$ cat src/rtl/top2_pkg.sv
// top2_pkg: shared FSM state type and default widths for the top-two frame controller
package top2_pkg;
    typedef enum logic [1:0] {IDLE, ACCUM, FLUSH} state_t;
    localparam int DEF_DATA_WIDTH = 32;
    localparam int DEF_CNT_WIDTH = 16;
endpackage

$ cat src/rtl/top2_tracker.sv
// top2_tracker: largest / second-largest tracker; first selects a zero base so a new frame needs no clear cycle
// ports: clk, reset (async), en (update), first (zero base), clr (sync zero), din -> l, s (registered), l_nxt, s_nxt (post-update view)
module top2_tracker import top2_pkg::*; #(
    parameter int DATA_WIDTH = DEF_DATA_WIDTH
) (
    input  logic                  clk,
    input  logic                  reset,
    input  logic                  en,
    input  logic                  first,
    input  logic                  clr,
    input  logic [DATA_WIDTH-1:0] din,
    output logic [DATA_WIDTH-1:0] l,
    output logic [DATA_WIDTH-1:0] s,
    output logic [DATA_WIDTH-1:0] l_nxt,
    output logic [DATA_WIDTH-1:0] s_nxt
);
    logic [DATA_WIDTH-1:0] base_l;
    logic [DATA_WIDTH-1:0] base_s;
    always_comb begin
        base_l = first ? '0 : l;
        base_s = first ? '0 : s;
        l_nxt  = din >= base_l ? din : base_l;
        s_nxt  = din >= base_l ? base_l : din >= base_s ? din : base_s;
    end
    always_ff @(posedge clk or posedge reset) begin
        if (reset) begin
            l <= '0;
            s <= '0;
        end else if (clr) begin
            l <= '0;
            s <= '0;
        end else if (en) begin
            l <= l_nxt;
            s <= s_nxt;
        end
    end
endmodule

$ cat src/rtl/top2_frame_ctrl.sv
// top2_frame_ctrl: frames a valid/ready sample stream and presents per-frame largest, second-largest and count
// ports: clk, reset (async), clr (sync abort), s_valid/s_ready/s_data/s_last in, m_valid/m_ready/m_largest/m_second/m_count/m_single out, busy
module top2_frame_ctrl import top2_pkg::*; #(
    parameter int DATA_WIDTH = DEF_DATA_WIDTH,
    parameter int CNT_WIDTH  = DEF_CNT_WIDTH
) (
    input  logic                  clk,
    input  logic                  reset,
    input  logic                  clr,
    input  logic                  s_valid,
    output logic                  s_ready,
    input  logic [DATA_WIDTH-1:0] s_data,
    input  logic                  s_last,
    output logic                  m_valid,
    input  logic                  m_ready,
    output logic [DATA_WIDTH-1:0] m_largest,
    output logic [DATA_WIDTH-1:0] m_second,
    output logic [CNT_WIDTH-1:0]  m_count,
    output logic                  m_single,
    output logic                  busy
);
    state_t                state;
    state_t                state_nxt;
    logic                  acc;
    logic                  fin;
    logic                  done;
    logic [CNT_WIDTH-1:0]  cnt;
    logic [CNT_WIDTH-1:0]  cnt_base;
    logic [CNT_WIDTH-1:0]  cnt_nxt;
    logic [DATA_WIDTH-1:0] l;
    logic [DATA_WIDTH-1:0] s;
    logic [DATA_WIDTH-1:0] l_nxt;
    logic [DATA_WIDTH-1:0] s_nxt;

    assign s_ready = state != FLUSH;
    assign m_valid = state == FLUSH;
    assign busy    = state != IDLE;
    assign acc     = s_valid && s_ready;
    assign fin     = acc && s_last;
    assign done    = m_valid && m_ready;

    // a sample accepted in IDLE opens a frame, so count and tracker start from zero there
    assign cnt_base = state == IDLE ? '0 : cnt;
    assign cnt_nxt  = &cnt_base ? cnt_base : cnt_base + CNT_WIDTH'(1);

    top2_tracker #(.DATA_WIDTH(DATA_WIDTH)) u_tracker (
        .clk   (clk),
        .reset (reset),
        .en    (acc),
        .first (state == IDLE),
        .clr   (clr),
        .din   (s_data),
        .l     (l),
        .s     (s),
        .l_nxt (l_nxt),
        .s_nxt (s_nxt)
    );

    always_comb begin
        state_nxt = state;
        if (clr)
            state_nxt = IDLE;
        else if (fin)
            state_nxt = FLUSH;
        else if (acc && state == IDLE)
            state_nxt = ACCUM;
        else if (done)
            state_nxt = IDLE;
    end

    always_ff @(posedge clk or posedge reset) begin
        if (reset)
            state <= IDLE;
        else
            state <= state_nxt;
    end

    // results are captured from the post-update tracker view so m_valid can rise the cycle after s_last
    always_ff @(posedge clk or posedge reset) begin
        if (reset) begin
            cnt       <= '0;
            m_largest <= '0;
            m_second  <= '0;
            m_count   <= '0;
            m_single  <= 1'b0;
        end else if (clr) begin
            cnt       <= '0;
            m_largest <= '0;
            m_second  <= '0;
            m_count   <= '0;
            m_single  <= 1'b0;
        end else if (acc) begin
            cnt <= cnt_nxt;
            if (s_last) begin
                m_largest <= l_nxt;
                m_second  <= s_nxt;
                m_count   <= cnt_nxt;
                m_single  <= cnt_nxt == CNT_WIDTH'(1);
            end
        end
    end

    logic unused_ok;
    assign unused_ok = &{1'b0, l, s};
endmodule

$ cat config.mk
export PLATFORM = sky130hd
export DESIGN_NAME = top2_frame_ctrl
export DESIGN_NICKNAME = d
export VERILOG_FILES = /design/src/rtl/top2_pkg.sv /design/src/rtl/top2_tracker.sv /design/src/rtl/top2_frame_ctrl.sv
export SDC_FILE = /design/constraint.sdc
export NUM_CORES = 1
export LEC_CHECK = 0
export BUFFER_PORTS_ARGS = -buffer_cell sky130_fd_sc_hd__buf_2
export CAP_MARGIN = 20
export CORE_MARGIN = 2
export CORE_UTILIZATION = 55
export CTS_CLUSTER_SIZE = 24
export DETAILED_ROUTE_END_ITERATION = 8
export GPL_TIMING_DRIVEN = 0
export PLACE_DENSITY_LB_ADDON = 0.12
export SYNTH_ARGS = -nofsm -noshare
export SYNTH_HDL_FRONTEND = slang
export SYNTH_SLANG_ARGS = --single-unit
$ cat constraint.sdc
create_clock -name clk -period 13.6 [get_ports clk]
set_input_delay 2.04 -clock clk [delete_from_list [all_inputs] [get_ports clk]]
set_output_delay 2.04 -clock clk [all_outputs]
set_load 0.05 [all_outputs]
After elaboration in Yosys (flattened, before gate mapping)
Cells that the tools add are included.
W data, S select, Z words.
{ "op_classes": {"add_sub_neg": 1, "mul": 0, "n_div": 0, "n_lt_le_gt_ge": 2, "eq_ne": 3, "shifts": 0, "mux": 29, "bitwise": 0, "n_reduce_logical": 11} }
{ "ops": {"columns": ["cell", "n"], "rows": [
  ["$mux W32", 15],
  ["$mux W16", 7],
  ["$ge A32 B32 Y1", 2],
  ["$add A16 B1 Y16 const B", 1],
  ["$eq A16 B1 Y1 const B", 1],
  ["$reduce_and A16 Y1", 1],
  ["$mux W2", 4],
  ["$reduce_bool A2 Y1", 3],
  ["$logic_and A1 B1 Y1", 4],
  ["$reduce_bool A4 Y1", 1],
  ["$mux W1", 3],
  ["$eq A2 B2 Y1 const B", 1],
  ["$logic_not A2 Y1", 1],
  ["$ne A2 B2 Y1 const B", 1],
  ["$reduce_and A2 Y1", 1]
]} }
{ "totals": {"reg_bits": 163, "latch_bits": 0, "mem_bits_rw": 0, "mem_bits_ro": 0, "in_bits": 38, "memories": 0} }

Longest topological paths before layout
{ "logic_depth": {"ltp_word": 8, "mapped_depth": 18} }

Cells and area by module
A second synthesis with hierarchy kept.
{ "unflattened": {"cells_unflattened": 1050, "area_unflattened_um2": 10561.4} }
{ "modules_own_cells": {"columns": ["mod", "n_inst", "cells_each", "area_per_inst_um2", "seq_area_each_um2"], "rows": [
  ["top2_tracker", 1, 678, 6309.8, 1601.5],
  ["top2_frame_ctrl", 1, 372, 4251.6, 2477.4]
]} }

Worst setup path before layout
OpenSTA, ideal clock, no wires.
{ "synth_timing": {"path_kind": "input-to-reg", "start": "input s_data[0]", "end": "register u_tracker.s[1]", "setup_time_ns": 0.124, "t_arrival_ns": 4.222, "setup_slack_ns": 9.254, "stages": 12, "n_path_buf": 2, "cell_sequence": "inv_1 -> ha_1 -> nand2b_1 -> a2111o_1 -> a311oi_1 -> o211ai_1 -> a21oi_1 -> buf_4 -> nor2_1 -> clkbuf_1 -> and3_1 -> a211o_1"} }
{ "synth_between": {"elab_chain_cells": 5, "word_cells_on_any_way": 6} }
{ "synth_rtl": {"columns": ["item", "line_no", "rtl"], "rows": [
  ["start, declared", "top2_frame_ctrl.sv:12", "input logic [DATA_WIDTH-1:0] s_data,"],
  ["$ge A32 B32 Y1", "top2_tracker.sv:23", "s_nxt = din >= base_l ? base_l : din >= base_s ? din : base_s;"],
  ["$mux W32", "top2_tracker.sv:23", null],
  ["$mux W32 (*)", "top2_tracker.sv:23", null],
  ["$mux W32 (*)", "top2_tracker.sv:32", "end else if (en) begin"],
  ["$mux W32 (*)", "top2_tracker.sv:29", "end else if (clr) begin"],
  ["end signal, assigned", "top2_tracker.sv:34", "s <= s_nxt;"],
  ["end, declared", "top2_tracker.sv:13", "output logic [DATA_WIDTH-1:0] s,"]
]} }
Every way passes the cells marked *; elsewhere a longest branch is shown, timed or not. The select of a mux whose other input is x is not followed.
A chain may end at the register's enable or synchronous reset.

Final worst setup path
{ "layout_timing": {"start": "register state[1]", "end": "register m_second[29]"} }
{ "layout_between": {"elab_chain_cells": 8, "word_cells_on_any_way": 14} }
{ "layout_rtl": {"columns": ["item", "line_no", "rtl"], "rows": [
  ["start, declared", "top2_frame_ctrl.sv:22", "state_t state;"],
  ["start signal, assigned", "top2_frame_ctrl.sv:75", "state <= state_nxt;"],
  ["$logic_not A2 Y1", "top2_frame_ctrl.sv:50", ".first (state == IDLE),"],
  ["$mux W32", "top2_tracker.sv:21", "base_s = first ? '0 : s;"],
  ["$ge A32 B32 Y1", "top2_tracker.sv:23", null],
  ["$mux W32 (2 in series)", "top2_tracker.sv:23", null],
  ["$mux W32", "top2_frame_ctrl.sv:94", "if (s_last) begin"],
  ["$mux W32", "top2_frame_ctrl.sv:92", "end else if (acc) begin"],
  ["$mux W32", "top2_frame_ctrl.sv:86", "end else if (clr) begin"],
  ["end signal, assigned", "top2_frame_ctrl.sv:96", "m_second <= s_nxt;"],
  ["end, declared", "top2_frame_ctrl.sv:17", "output logic [DATA_WIDTH-1:0] m_second,"]
]} }
Parallel ways exist; a longest one is shown, timed or not. The select of a mux whose other input is x is not followed.

==> flow_summary.yaml <==
run_status:
  outcome: "finished, final reports clean"
routing:
  dr.pass1.iters: 7
  viasPerCell: 6.416
  first_iter_violations: 957
  drc: 0
  wirelength_um: 30500
  num_vias: 9278
  avgRoutedWirePerCell_um: 21.10
  antenna_left: 0
grt:
  top_usage_layer: "met2"
  use_met1_pct: 45.62
  overflow: 0
  antenna_found_initial: 1
  met2_usage_pct: 54.09
  gr-usage-met3_pct: 7.183
  grt_pass1_vias: 8937
  grt_max_degree: 118
  grt_usage_pct: 34.00
  grt_pass1_wl_um: 48250
cts:
  holdBufCountCts: 0
  clock_sinks: 163
  worstSkewPairLatency_ns: 0.44
  htree_levels: 4
  cts_setup_buffers: 0
  cts.path.max_buffers: 2
  cts_tree: "built"
  cts_resized: 0
  cts_made_buffers: 17
  cts_root_buffer: "clkbuf_16"
  clk_pin_slew_ns: 0.06
power:
  swShare_pct: 31.98
  p_leak_nw: 5.235
  power_frac_clock_pct: 39.2
  p_switching_uw: 394.5
  power_density_nw_per_um2: 112.3
  comb_power_share_pct: 18.6
  p_seq_share_pct: 42.2
  peakVddDrop_v: 0.0001023
  p_int_uw: 839.2
logic_synthesis:
  synth_top_area_share_pct: 42.99
  synth_area_sq_um: 9488
  synth_largest_area_cell: "dfrtp_1"
  ys.flop_type: "dfrtp_1"
  synthArstFlopShare_pct: 100.0
  yosysWarnings: 0
  syn_inst: 1068
  synth_nets: 1171
  ys_seq_elements: 163
  yosysUniqueCellTypes: 56
  seq_area_frac_synth_pct: 42.99
  synth_area_leaders: "dfrtp_1 43%, ha_1 8.6%, nand2_1 7.7%, a221o_1 4.6%, a21oi_1 3.4%"
  syn_avg_cell_area_sq_um: 8.884
  synth_edf_count: 0
timing:
  worstMarginPinSlew_ns: 1.134
  fin_crit_sh_pct: 45.42
  fin_skew_ns: 0.01077
  finalHoldViolCount: 0
  finalSetupTns_ns: 0
  drv_slew: 0
  period_minus_slack_ns: 6.177
  finalSetupViolations: 0
  timing.fmax_mhz: 161.9
  grt_setup_unrepaired: "no"
  relSlewSlack_pct: 23.71
finish:
  final_util_pct: 64.41
  n_antenna_cell: 0
  area_growth_pct: 15.78
  fillers: 1473
  nets: 1311
  layout-drive-gt1-share_pct: 13.92
min_path:
  hold_path.class: "register to register"
die:
  start_util_pct: 55.63
  ios: 122
  fp.dieH_um: 135.3
  die_area_sq_um: 18320
  core_area_sq_um: 17060
  row_count: 48
  chipWidth_um: 135.3
flow_run:
  max_cap_viol_count: 0
placed_design:
  hpwl_um: 21330
  gp_congestion: 0.9241
  io_buffers: 120
critical_path:
  crit_fanout: 10
  cp.arrival_ns: 6.55
  r2r_setup_slack_ns: 7.42
  worstPathRequired_ns: 13.97
  startpoint_type: "register"
  end_kind: "register"
  path_class: "register to register"
-- per-layer routing --
metal  routed length (um)  share of wire (%)
met3                 2563                8.4
met5                   13              0.043
met1                12840                 42
met4                  977                3.2
met2                14110                 46
-- power groups by stage --
stage / Sequential [mW] / Clock, mW / Combinational [mW]
after floorplan: 0.561 / 0 / 0.112
after global placement: 0.529 / 0 / 0.220
after detailed placement: 0.529 / 0 / 0.224
after CTS: 0.520 / 0.484 / 0.226
after global routing: 0.523 / 0.502 / 0.247
final: 0.521 / 0.483 / 0.230
-- registers in the layout (all words and copies together) (netlist names) --
register and cells:
m_largest 32, m_second 32, u_tracker.l 32, u_tracker.s 32, cnt 16, m_count 16, state 2, m_single 1
-- worst paths after layout --
check / to / start / depth (start not counted)
hold reg to reg: u_tracker.l[27]$_DFFE_PP0P_ / u_tracker.l[27]$_DFFE_PP0P_ / 1
setup reg to reg: m_second[29]$_DFFE_PP0P_ / state[1]$_DFFE_PP0P_ / 15
hold / removal: u_tracker.l[27]$_DFFE_PP0P_ / u_tracker.l[27]$_DFFE_PP0P_ / 1
max in group asynchronous: m_largest[27]$_DFFE_PP0P_ / reset / 3
setup / recovery: m_second[29]$_DFFE_PP0P_ / state[1]$_DFFE_PP0P_ / 15
min in group asynchronous: m_count[11]$_DFFE_PP0P_ / reset / 2
-- Yosys cell counts (20+ instances only) --
library cell / instances
nand2_1: 195
dfrtp_1: 163
ha_1: 65
a21oi_1: 64
o21ai_0: 61
clkbuf_1: 60
nor3_1: 55
nor2_1: 48
a221o_1: 44
nand3_1: 39
and3_1: 34
a22o_1: 32
inv_1: 21
a31oi_1: 20
-- logic make-up after synthesis --
logic type	after synthesis	share of synthesized area [%]
AOI/OAI and AO/OA	299	22.31
muxes	1	0.1055
adders and majority gates	65	8.572
DFF	163	42.99
xor gates and xnor gates	7	0.6462
buffers and inverters	103	4.260
and+or+nand+nor	430	21.11
-- cell type report --
type / instances / area [sq um] / area share, %
repair buffers: 121 / 628.1 / 5.718
inverters: 22 / 90.09 / 0.8200
plain buffers: 81 / 321.6 / 2.927
multi-input cells: 802 / 5005 / 45.56
well taps: 225 / 281.5 / 2.563
flip-flops and latches: 163 / 4079 / 37.13
clock buffers: 20 / 446.7 / 4.066
clock inverters: 12 / 133.9 / 1.219
-- placed cells by master, fill, tap and decap left out, types with 3 or more instances in the layout --
cell and n:
inv_1 20, nand2b_1 7, a211oi_1 9, and2_1 3
o21bai_1 18, dfrtp_1 163, nand4_1 7, buf_1 11
ha_1 65, clkbuf_1 62, nand3_1 39, o211ai_1 3
a221o_1 44, clkbuf_16 17, nor2_1 48, a22o_1 32
xnor2_1 5, a211o_1 19, nor3_1 55, clkinv_2 3
o21ai_1 3, and3_1 34, clkinv_4 5, a31oi_1 20
o21ai_0 61, nor4_1 15, a21o_1 5, nor2b_1 3
a21oi_1 64, buf_2 128, nor3b_1 14, nand2_1 195
-- stage by stage --
stage	worst slack (ns)	std cells	total power [mW]	area, sq um	hold WS (ns)
final	7.423	1446	1.234	10990	0.5037
after global placement	5.172	1413	0.7487	10370	0.4822
after floorplan	7.155	1068	0.6731	9488	0.4659
after CTS	7.632	1446	1.230	10990	0.5035
after detailed placement	7.691	1414	0.7527	10410	0.4824
after global routing	7.261	1446	1.271	10990	0.5168
-- critical path, cell delays in order (launching register included) --
cell and delay [ns]:
dfrtp_1 0.40, nor2_1 0.13, inv_2 0.22, buf_1 0.53
buf_1 0.61, clkbuf_1 0.52, buf_1 0.49, nand2_1 0.12
ha_1 0.33, nand4_1 0.18, a311o_1 0.36, o211ai_1 0.34
a21oi_1 0.15, nor4_1 0.88, clkbuf_1 0.58, a221o_1 0.27
Power figures use the tool's default switching activity.
